[src/rtl/apb_master_arbiter.sv]
// APB3 master shared round-robin by N_REQ requesters; IDLE/SETUP/ACCESS with PREADY timeout.
// Zero-wait latency handshake->rsp_valid is 3 cycles; req_ready is raised only while the bus can accept a command.
module apb_master_arbiter #(
  parameter int N_REQ   = 2,
  parameter int ID_W    = 1,
  parameter int TIMEOUT = 16
) (
  input  logic               PCLK,
  input  logic               PRESETn,
  input  logic [N_REQ-1:0]   req_valid,
  input  logic [N_REQ-1:0]   req_write,
  input  logic [N_REQ*9-1:0] req_addr,
  input  logic [N_REQ*8-1:0] req_wdata,
  output logic [N_REQ-1:0]   req_ready,
  output logic               rsp_valid,
  output logic [ID_W-1:0]    rsp_id,
  output logic [7:0]         rsp_rdata,
  output logic               rsp_err,
  output logic               PSEL1,
  output logic               PSEL2,
  output logic               PENABLE,
  output logic               PWRITE,
  output logic [8:0]         PADDR,
  output logic [7:0]         PWDATA,
  input  logic [7:0]         PRDATA,
  input  logic               PREADY,
  input  logic               PSLVERR
);

  typedef enum logic [1:0] {S_IDLE = 2'd0, S_SETUP = 2'd1, S_ACCESS = 2'd2} state_e;

  localparam int CNT_W = $clog2(TIMEOUT + 2);
  localparam logic [CNT_W-1:0] TMO_LAST = CNT_W'((TIMEOUT > 0) ? TIMEOUT - 1 : 0);

  state_e           state_q, state_d;
  logic [ID_W-1:0]  last_grant_q, last_grant_d;
  logic [ID_W-1:0]  owner_q, owner_d;
  logic [CNT_W-1:0] cnt_q, cnt_d;
  logic             cap_write_q, cap_write_d;
  logic [8:0]       cap_addr_q, cap_addr_d;
  logic [7:0]       cap_wdata_q, cap_wdata_d;
  logic             rsp_valid_q, rsp_valid_d;
  logic [ID_W-1:0]  rsp_id_q, rsp_id_d;
  logic [7:0]       rsp_rdata_q, rsp_rdata_d;
  logic             rsp_err_q, rsp_err_d;

  logic [ID_W-1:0]  scan_idx, win_idx;
  logic             win_found;
  logic             sel_write;
  logic [8:0]       sel_addr;
  logic [7:0]       sel_wdata;
  logic             grant_open, handshake, xfer_done, timeout_hit;

  // Scan starts one past the previous winner so every requester is reached within N_REQ grants.
  always_comb begin
    win_found = 1'b0;
    win_idx   = '0;
    scan_idx  = '0;
    for (int k = 1; k <= N_REQ; k++) begin
      scan_idx = ID_W'((int'(last_grant_q) + k) % N_REQ);
      if (!win_found && req_valid[scan_idx]) begin
        win_found = 1'b1;
        win_idx   = scan_idx;
      end
    end
  end

  always_comb begin
    sel_write = 1'b0;
    sel_addr  = '0;
    sel_wdata = '0;
    for (int i = 0; i < N_REQ; i++) begin
      if (win_idx == ID_W'(i)) begin
        sel_write = req_write[i];
        sel_addr  = req_addr[i*9 +: 9];
        sel_wdata = req_wdata[i*8 +: 8];
      end
    end
  end

  assign xfer_done   = (state_q == S_ACCESS) && PREADY;
  assign timeout_hit = (TIMEOUT != 0) && (state_q == S_ACCESS) && !PREADY && (cnt_q == TMO_LAST);
  assign grant_open  = (state_q == S_IDLE) || xfer_done;
  assign handshake   = grant_open && win_found;

  always_comb begin
    for (int i = 0; i < N_REQ; i++) begin
      req_ready[i] = handshake && (win_idx == ID_W'(i));
    end
  end

  always_comb begin
    state_d = state_q;
    case (state_q)
      S_IDLE:   if (handshake) state_d = S_SETUP;
      S_SETUP:  state_d = S_ACCESS;
      S_ACCESS: begin
        if (PREADY)           state_d = handshake ? S_SETUP : S_IDLE;
        else if (timeout_hit) state_d = S_IDLE;
      end
      default:  state_d = S_IDLE;
    endcase
  end

  always_comb begin
    PSEL1     = (state_q != S_IDLE) && !cap_addr_q[8];
    PSEL2     = (state_q != S_IDLE) &&  cap_addr_q[8];
    PENABLE   = (state_q == S_ACCESS);
    PWRITE    = cap_write_q;
    PADDR     = cap_addr_q;
    PWDATA    = cap_wdata_q;
    rsp_valid = rsp_valid_q;
    rsp_id    = rsp_id_q;
    rsp_rdata = rsp_rdata_q;
    rsp_err   = rsp_err_q;
  end

  always_comb begin
    last_grant_d = last_grant_q;
    owner_d      = owner_q;
    cap_write_d  = cap_write_q;
    cap_addr_d   = cap_addr_q;
    cap_wdata_d  = cap_wdata_q;
    cnt_d        = cnt_q;
    if (handshake) begin
      last_grant_d = win_idx;
      owner_d      = win_idx;
      cap_write_d  = sel_write;
      cap_addr_d   = sel_addr;
      cap_wdata_d  = sel_wdata;
      cnt_d        = '0;
    end else if ((state_q == S_ACCESS) && (cnt_q != '1)) begin
      cnt_d = cnt_q + 1'b1;
    end
    // PSLVERR only counts on the PREADY cycle; an abort always reports an error with no data.
    rsp_valid_d = xfer_done || timeout_hit;
    rsp_id_d    = rsp_valid_d ? owner_q : rsp_id_q;
    rsp_rdata_d = (xfer_done && !cap_write_q) ? PRDATA : 8'h00;
    rsp_err_d   = xfer_done ? PSLVERR : timeout_hit;
  end

  always_ff @(posedge PCLK or negedge PRESETn) begin
    if (!PRESETn) begin
      state_q      <= S_IDLE;
      last_grant_q <= ID_W'(N_REQ - 1);
      owner_q      <= '0;
      cnt_q        <= '0;
      cap_write_q  <= 1'b0;
      cap_addr_q   <= '0;
      cap_wdata_q  <= '0;
      rsp_valid_q  <= 1'b0;
      rsp_id_q     <= '0;
      rsp_rdata_q  <= '0;
      rsp_err_q    <= 1'b0;
    end else begin
      state_q      <= state_d;
      last_grant_q <= last_grant_d;
      owner_q      <= owner_d;
      cnt_q        <= cnt_d;
      cap_write_q  <= cap_write_d;
      cap_addr_q   <= cap_addr_d;
      cap_wdata_q  <= cap_wdata_d;
      rsp_valid_q  <= rsp_valid_d;
      rsp_id_q     <= rsp_id_d;
      rsp_rdata_q  <= rsp_rdata_d;
      rsp_err_q    <= rsp_err_d;
    end
  end

endmodule
[config.mk]
export PLATFORM = sky130hd
export DESIGN_NAME = apb_master_arbiter
export DESIGN_NICKNAME = d
export VERILOG_FILES = /design/src/rtl/apb_master_arbiter.sv
export SDC_FILE = /design/constraint.sdc
export NUM_CORES = 1
export LEC_CHECK = 0
export ABC_AREA = 1
export BUFFER_PORTS_ARGS = -buffer_cell sky130_fd_sc_hd__buf_4
export CAP_MARGIN = 20
export CORE_MARGIN = 4
export CORE_UTILIZATION = 45
export CTS_CLUSTER_DIAMETER = 100
export DETAILED_ROUTE_END_ITERATION = 12
export GPL_TIMING_DRIVEN = 0
export PLACE_DENSITY = 0.78
export SYNTH_ARGS = -nofsm -noshare
export SYNTH_HDL_FRONTEND = slang
export SYNTH_SLANG_ARGS = --single-unit
[constraint.sdc]
create_clock -name PCLK -period 1.7 [get_ports PCLK]
set_input_delay 0.34 -clock PCLK [delete_from_list [all_inputs] [get_ports PCLK]]
set_output_delay 0.34 -clock PCLK [all_outputs]
set_load 0.01 [all_outputs]
# --- Yosys cells after proc, flatten, opt, wreduce, memory -nomap -nowiden ---
# Index checks and enable logic that the tools add are counted.
totals:
  ram_bits: 0
  output_inout_bits: 34
  inputBits: 50
  rom_bits: 0
  memories: 0
  latch_bits: 0
  word_cells: 64
  reg_bits: 38
classes:
  n_mux: 20
  multipliers: 0
  div_mod_pow: 0
  eq_ne: 6
  magnitude_cmp: 2
  reduce_logical: 21
  n_addsub: 3
  bitwise: 1
  shifts: 0
ops:
  columns: ["op", "n"]
  rows:
  - ["8-bit two-way mux", 2]
  - ["1-bit logical AND", 11]
  - ["1-bit two-way mux", 11]
  - ["5-bit two-way mux", 2]
  - ["9-bit two-way mux", 1]
  - ["2-bit two-way mux", 3]
  - ["2-bit one-hot mux with 3 select lines", 1]
  - ["5-bit by 1-bit adder with 5-bit output (second input constant)", 1]
  - ["5-bit by 4-bit equality test with 1-bit output (second input constant)", 1]
  - ["5-bit inequality test (second input constant)", 1]
  - ["1-bit zero test", 4]
  - ["1-bit by 2-bit less-than comparator with 1-bit output (second input constant)", 2]
  - ["2-bit nonzero test", 2]
  - ["3-bit by 1-bit inequality test with 1-bit output (second input constant)", 1]
  - ["1-bit adder (second input constant)", 2]
  - ["2-bit by 1-bit equality test with 1-bit output (second input constant)", 1]
  - ["2-bit equality test (second input constant)", 1]
  - ["2-bit zero test", 1]
  - ["1-bit logical OR", 2]
  - ["2-bit inequality test (second input constant)", 1]
  - ["2-bit AND reduction", 1]
  - ["1-bit inverter", 1]

# --- Longest topological paths before layout ---
# Gate-level depths: netlist (run 1).
depth:
  word_depth: 11
  depth_mapped: 8
  ltp_nobuf: 8

# --- Worst setup path before layout (run 1) ---
# Ideal clock, no wire load.
synth_path:
  path_kind: "reg-to-reg"
  start: "reg cnt_q[0]"
  end: "reg cnt_q[3]"
  path_slack_ns: 0.276
  path_stages_with_launch: 9
  synth_period_minus_slack_ns: 1.424
  required_ns: 1.581
  t_arrival_ns: 1.305
  cell_sequence: "dfrtp_1 > ha_1 > nand2_1 > nor2_1 > ha_1 > nor2_1 > nand3_1 > nand2_1 > nor2_1"
synth_between:
  elab_chain_cells: 3
  elab_cells_between_ends: 6
  classes_between: "1 x add/sub; 1 x eq/ne; 2 x mux; 2 x reduce/logical"
synth_lines:
  columns: ["element", "line_no", "text"]
  rows:
  - ["from (decl)", "38", "logic [CNT_W-1:0] cnt_q, cnt_d;"]
  - ["from (signal assigned)", "159", "cnt_q <= cnt_d;"]
  - ["5-bit by 1-bit adder with 5-bit output or 5-bit inequality test (tied branches)", "133, 132", null]
  - ["5-bit two-way mux or 1-bit logical AND (tied branches)", "132", "end else if ((state_q == S_ACCESS) && (cnt_q != '1)) begin"]
  - ["5-bit two-way mux or 2-bit nonzero test (tied branches)", null, null]
# Several ways; a longest one is shown, not always the timed one. The select of a mux whose other input is x is not followed.
# A chain may end at the register's enable or synchronous reset.

# --- Worst setup path after layout (run 1) ---
# Same ends and word-level chain as after synthesis.

==> results.sh, run 1 <==
export IMPL_status="finished with violations"
export IMPL_violations="negative hold slack"
export IMPL_critPathArrivalTime_ns=1.83
export IMPL_power_static_leakage_nw=1.579
export IMPL_cts_buffer_depth=2
export IMPL_antenna_cells=0
export IMPL_synth_xor_area_share_pct=0
export IMPL_core_area_sq_mm=0.003744
export IMPL_setup_viol=0
export IMPL_htreeDepth=2
export IMPL_die_h_microns=71.08
export IMPL_antenna_found_initial=0
export IMPL_insertion_delay_ns=0.29
export IMPL_cts_hold_buf=0
export IMPL_critPathKind="flop to flop"
export IMPL_grt_ovfl_total=0
export IMPL_max_slew_margin_rel_pct=68.74
export IMPL_ys_seq_elements=38
export IMPL_ant_nets=0
export IMPL_synth_simple_gate_area_share_pct=34.52
export IMPL_floorplan_initialDensity_pct=47.83
export IMPL_num_fill_cells=341
export IMPL_fin_util_pct=70.62
export IMPL_dieArea_sq_mm=0.005052
export IMPL_fin_tns_setup_ns=0
export IMPL_io_buffers=83
export IMPL_drtIter0Drc=87
export IMPL_hold_violations=1
export IMPL_startpoint_type="flop"
export IMPL_synth_distinct_cells=20
export IMPL_clock_sink_count=38
export IMPL_syn_area_per_cell_sq_um=7.652
export IMPL_cts_root_buf="clkbuf_8"
export IMPL_clock_skew_ns=0.002962
export IMPL_synth_compound_area_share_pct=2.096
export IMPL_first_global_vias=1734
export IMPL_drv_slew=0
export IMPL_dpl_cell_area_sq_mm=0.002474
export IMPL_drive_above_1_share_pct=34.35
export IMPL_clkSlewWorstSetupHoldPaths_ns=0.07
export IMPL_drc=0
export IMPL_rsz0062_at_grt="true"
export IMPL_reg2reg_from="cnt_q[0]$_DFFE_PN0P_"
export IMPL_io_pins=84
export IMPL_crit_fanout=6
export IMPL_die_x_microns=71.08
export IMPL_vias_per_cell=4.531
export IMPL_mappedNetlistArea_sq_mm=0.001790
export IMPL_hpwl_microns=3189
export IMPL_synth_top_family_by_area="simple AND/OR/NAND/NOR gates"
export IMPL_min_period_ns=1.652
export IMPL_hp_class="input port to asynchronous set/reset pin"
export IMPL_synthToLayoutAreaGrowth_pct=47.66
export IMPL_num_vias=1708
export IMPL_cp_end_kind="flop"
export IMPL_gp_congestion=0.7712
export IMPL_worst_slew_pin_slew_ns=0.4689
export IMPL_grtUsageTotal_pct=17.81
export IMPL_fin_area_sq_mm=0.002644
export IMPL_cts_tree="yes"
export IMPL_vdd_drop_max_mv=0.6294
export IMPL_grt_pass1_wl_microns=7176
export IMPL_grt_max_degree=39
export IMPL_seq_area_frac_synth_pct=53.18
export IMPL_rows=22
export IMPL_yosysWarnings=0
export IMPL_synth_fp_nets=287
export IMPL_cap_violations=0
export IMPL_critPathRequiredTime_ns=1.88
export IMPL_hold_worst_slack_ns=-0.0001567
export IMPL_wirelength_microns=4352
export IMPL_final_period_utilization_pct=97.20
export IMPL_fmax_mhz=605.2
export IMPL_synthCells=234
export IMPL_crit_path_start="cnt_q[0]$_DFFE_PN0P_"
export IMPL_muxShareOfSynthArea_pct=0
export IMPL_post_drt_wl_per_cell_microns=11.54
export IMPL_final_nets=381
export IMPL_synth_adder_area_share_pct=2.096
export IMPL_p_per_area_mw_per_mm2=1393
export IMPL_cts_made_buffers=5
export IMPL_drt_pass1_iterations=4
-- logic make-up (layout without fill, tap and decap cells) --
group                      Yosys count  in the layout
AOI/OAI and AO/OA                    7              7
adders and majority gates            3              3
buffers and inverters               30            125
DFF                                 38             38
and+or+nand+nor                    156            156
-- critical path, cell delays in order, from the launching register on --
cell     delay, ns
dfrtp_1       0.40
ha_1          0.22
nand2_1       0.08
nor2_1        0.06
ha_1          0.19
nor2_1        0.34
nand3_1       0.14
nand2_1       0.09
nor2_1        0.04
-- stage by stage --
step / worst slack (ns) / power, mW / std cells
after global routing: -0.04701 / 3.986 / 377
after detailed placement: 0.1351 / 2.973 / 365
final: 0.04763 / 3.683 / 377
after global placement: 0.1485 / 2.939 / 365
after floorplan: 0.2760 / 2.227 / 234
after CTS: -0.03016 / 3.611 / 372
-- Yosys cell counts --
| master | number | area (sq um) |
|---|---|---|
| nand3_1 | 4 | 20.02 |
| nand2_1 | 128 | 480.5 |
| buf_2 | 2 | 10.01 |
| a21oi_1 | 2 | 10.01 |
| nand3b_1 | 1 | 7.510 |
| a31oi_1 | 1 | 6.260 |
| nor2_2 | 1 | 6.260 |
| nor2_1 | 19 | 71.32 |
| nor2_4 | 1 | 11.26 |
| buf_6 | 3 | 33.78 |
| nand3b_2 | 1 | 11.26 |
| dfrtp_1 | 37 | 925.9 |
| o22ai_1 | 1 | 6.260 |
| inv_1 | 19 | 71.32 |
| o21ai_0 | 3 | 15.01 |
| buf_4 | 2 | 15.01 |
| inv_2 | 4 | 15.01 |
| ha_1 | 3 | 37.54 |
| dfstp_2 | 1 | 26.28 |
| nand3_2 | 1 | 10.01 |
-- layout make-up --
| class | instances | area [sq um] | area share, % |
|---|---|---|---|
| buffer | 6 | 67.56 | 2.556 |
| clock buffer | 7 | 86.33 | 3.265 |
| clock inverter | 1 | 5.005 | 0.1893 |
| inverter | 23 | 93.84 | 3.549 |
| multi-input combinational | 166 | 718.2 | 27.17 |
| sequential | 38 | 952.2 | 36.02 |
| tap | 48 | 60.06 | 2.272 |
| timing repair buffer | 88 | 660.6 | 24.99 |
-- power breakdown --
part | total, mW | leakage, nW | switching, mW | internal (mW)
logic | 1.64 | 1.04 | 0.850 | 0.787
clock network | 0.625 | 0.0482 | 0.298 | 0.327
registers | 1.42 | 0.491 | 0.200 | 1.22
-- metal layers --
metal	vias up	global-route usage, %	share of wire (%)
met5	-	0	0
met4	0	5.637	1.2
met3	6	5.966	7.9
met2	59	31.93	50
met1	765	19.82	41
li1	878	-	-
-- cells in the final DEF (no fill, tap or decap) --
cell,instances
buf_8,1
nand3b_2,1
o21ai_1,1
nor2_1,18
nand3_1,4
o21ai_0,2
nand3b_1,1
a31oi_1,1
inv_2,3
ha_1,3
nor2_2,1
inv_1,19
clkinv_2,1
clkbuf_1,1
nand3_4,1
dfstp_2,1
buf_4,89
nand2_4,1
clkbuf_8,6
dfrtp_1,37
inv_8,1
nor2_4,2
buf_6,4
o22ai_1,1
nand2_2,1
nand2_1,126
a21oi_1,2
-- path summary, 6_finish.rpt --
path                                            endpoint  slack (ns)  depth (start not counted)
worst min-delay path                   rsp_err$_DFF_PN0_     -0.0002                          1
worst max-delay path                cnt_q[3]$_DFFE_PN0P_        0.05                          8
max in group asynchronous       last_grant_q$_DFFE_PN1P_        1.34                          1
worst max register to register      cnt_q[3]$_DFFE_PN0P_        0.05                          8
worst min register to register  last_grant_q$_DFFE_PN1P_        0.47                          2
min in group PCLK                 rsp_rdata[5]$_DFF_PN0_        0.26                          3
-- registers in the layout, indices dropped and copies added, names as in the netlist --
name,cells
PADDR,9
PWDATA,8
PWRITE,1
cnt_q,5
last_grant_q,1
owner_q,1
rsp_err,1
rsp_id,1
rsp_rdata,8
rsp_valid,1
state_q,2
-- what timing repair did --
action                                  CTS  global route
setup buffers                             0             5
endpoints found under the setup margin    2             3
pin swaps                                 0             2
gates resized for setup                   0            17
(Power assumes the default switching activity.)
==> inputs of run 2 (changes only) <==
clock period = 1.6 ns   (was 1.7 ns; I/O delays follow)
==> results.sh, run 2 (same netlist as run 1, synthesis figures left out) <==
export IMPL_status="complete, no violations"
export IMPL_post_drt_wl_per_cell_microns=12.10
export IMPL_rsz0062_at_grt="true"
export IMPL_reg2reg_from="cnt_q[0]$_DFFE_PN0P_"
export IMPL_synthToLayoutAreaGrowth_pct=52.20
export IMPL_r2r_slack_ns=0.07
export IMPL_worst_slew_pin_slew_ns=0.4723
export IMPL_comb_power_share_pct=46.8
export IMPL_clkSlewWorstSetupHoldPaths_ns=0.07
export IMPL_power_share_switching_pct=36.72
export IMPL_io_buffers=83
export IMPL_first_global_vias=1815
export IMPL_max_stage_delay_ns=0.40
export IMPL_floorplan_initialDensity_pct=47.83
export IMPL_grtUsageTotal_pct=18.73
export IMPL_num_vias=1787
export IMPL_internal_power_mw=2.584
export IMPL_wirelength_microns=4659
export IMPL_fin_area_sq_mm=0.002725
export IMPL_insertion_delay_ns=0.29
export IMPL_grt_ovfl_total=0
export IMPL_rows=22
export IMPL_io_pins=84
export IMPL_drt_pass1_iterations=4
export IMPL_startpoint_type="flop"
export IMPL_antenna_found_initial=0
export IMPL_final_period_utilization_pct=99.98
export IMPL_holdPathEnd="rsp_rdata[5]$_DFF_PN0_"
export IMPL_ant_nets=0
export IMPL_p_switching_mw=1.499
export IMPL_drv_slew=0
export IMPL_clock_sink_count=38
export IMPL_layout_cells_most_common="nand2_1"
export IMPL_crit_fanout=4
export IMPL_fmax_mhz=625.1
export IMPL_hold_violations=0
export IMPL_vias_per_cell=4.642
export IMPL_drtIter0Drc=81
export IMPL_min_period_ns=1.600
export IMPL_power_frac_seq_pct=36.9
export IMPL_drive_above_1_share_pct=36.80
export IMPL_holdCritStartpoint="PRDATA[5]"
export IMPL_num_fill_cells=326
export IMPL_cts_tree="yes"
export IMPL_drc=0
export IMPL_cp_cell_sequence="nand2_2, nand3_4, buf_8, nor2_4, buf_6"
export IMPL_r2r_cells=8
export IMPL_cts_root_buf="clkbuf_8"
export IMPL_hold_worst_slack_ns=0.2432
export IMPL_core_area_sq_mm=0.003744
export IMPL_clock_skew_ns=0.001589
export IMPL_clkPwrFrac_pct=16.3
export IMPL_dpl_cell_area_sq_mm=0.002474
export IMPL_grt_pass1_wl_microns=7534
export IMPL_layout_common_cells="nand2_1 (125), buf_4 (94), dfrtp_1 (37), inv_1 (17), nor2_1 (17)"
export IMPL_power_static_leakage_nw=1.618
export IMPL_cap_violations=0
export IMPL_r2r_end="cnt_q[3]$_DFFE_PN0P_"
export IMPL_gp_congestion=0.7712
export IMPL_die_h_microns=71.08
export IMPL_critPathKind="flop to primary output"
export IMPL_vdd_drop_max_mv=0.6688
export IMPL_largest_reg_flops=9
export IMPL_p_per_area_mw_per_mm2=1498
export IMPL_cp_end_kind="primary output"
export IMPL_dieArea_sq_mm=0.005052
export IMPL_max_slew_margin_rel_pct=68.52
export IMPL_htreeDepth=2
export IMPL_hpwl_microns=3189
export IMPL_critPathArrivalTime_ns=1.28
export IMPL_final_nets=389
export IMPL_slowest_stage="dfrtp_1"
export IMPL_grt_max_degree=39
export IMPL_cts_buffer_depth=2
export IMPL_whs_path_depth=3
export IMPL_setup_viol=0
export IMPL_hp_class="input port to flop"
export IMPL_critPathRequiredTime_ns=1.28
export IMPL_fin_tns_setup_ns=0
export IMPL_antenna_cells=0
export IMPL_die_x_microns=71.08
export IMPL_cts_made_buffers=5
run 2: cell count changes in the layout (fill, tap and decap cells not counted), sizes merged:
cell,change
buf,+7
dlygate4sd3,+1
run 2: power by group through the flow:
stage / sequential, mW / clock, mW / combinational, mW
after floorplan: 1.61 / 0 / 0.759
after global placement: 1.50 / 0 / 1.62
after detailed placement: 1.51 / 0 / 1.65
after CTS: 1.50 / 0.678 / 1.75
after global routing: 1.56 / 0.717 / 2.12
final: 1.51 / 0.667 / 1.91
run 2: area by class of cell:
type                            count  area (sq um)  share of cell area [%]
Timing Repair Buffer               96         730.7                   26.81
Tap cell                           48         60.06                   2.204
Clock buffer                        7         86.33                   3.168
Multi-Input combinational cell    166         728.2                   26.72
Sequential cell                    38         952.2                   34.94
Inverter                           23         91.34                   3.352
Buffer                              6         71.32                   2.617
Clock inverter                      1         5.005                  0.1837
run 2: stage by stage:
step	util, %	setup slack [ns]	power [mW]	instances
after CTS	70.32	0.01214	3.926	377
after detailed placement	66.08	0.03511	3.159	365
after global routing	72.79	-0.06824	4.396	385
final	72.79	0.0002527	4.083	385
after floorplan	-	0.1760	2.366	234
after global placement	66.08	0.04850	3.122	365
run 2: how the worst max path moves through the flow:
stage	startpoint	to	slack (ns)	cells after the start
final	state_q[1]$_DFFE_PN0P_	req_ready[1]	0.0003	5
after global routing	state_q[1]$_DFFE_PN0P_	req_ready[1]	-0.07	5
after CTS	state_q[0]$_DFFE_PN0P_	req_ready[1]	0.01	5
after detailed placement	cnt_q[0]$_DFFE_PN0P_	cnt_q[3]$_DFFE_PN0P_	0.04	8
after global placement	cnt_q[0]$_DFFE_PN0P_	cnt_q[3]$_DFFE_PN0P_	0.05	8
after floorplan	cnt_q[0]$_DFFE_PN0P_	cnt_q[3]$_DFFE_PN0P_	0.18	8
run 2: timing repair:
action | 4_1_cts | 5_1_grt
resized for setup | 10 | 11
endpoints found under the setup margin | 3 | 6
endpoints found under the hold margin | 22 | 0
hold buffers | 1 | 0
setup buffers | 4 | 8
pin swaps | 1 | 2
cloned | 0 | 0
run 2: critical path: cells and delay by family (launching register included):
family	cells	cell delay [ns]
DFF	1	0.40
and+or+nand+nor	3	0.33
buffers and inverters	2	0.25
run 2: metal layers:
| layer | track usage, % | routed length, microns |
|---|---|---|
| met5 | 0 | 0 |
| met4 | 5.637 | 49 |
| met3 | 5.966 | 361 |
| met2 | 34.29 | 2422 |
| met1 | 20.54 | 1826 |
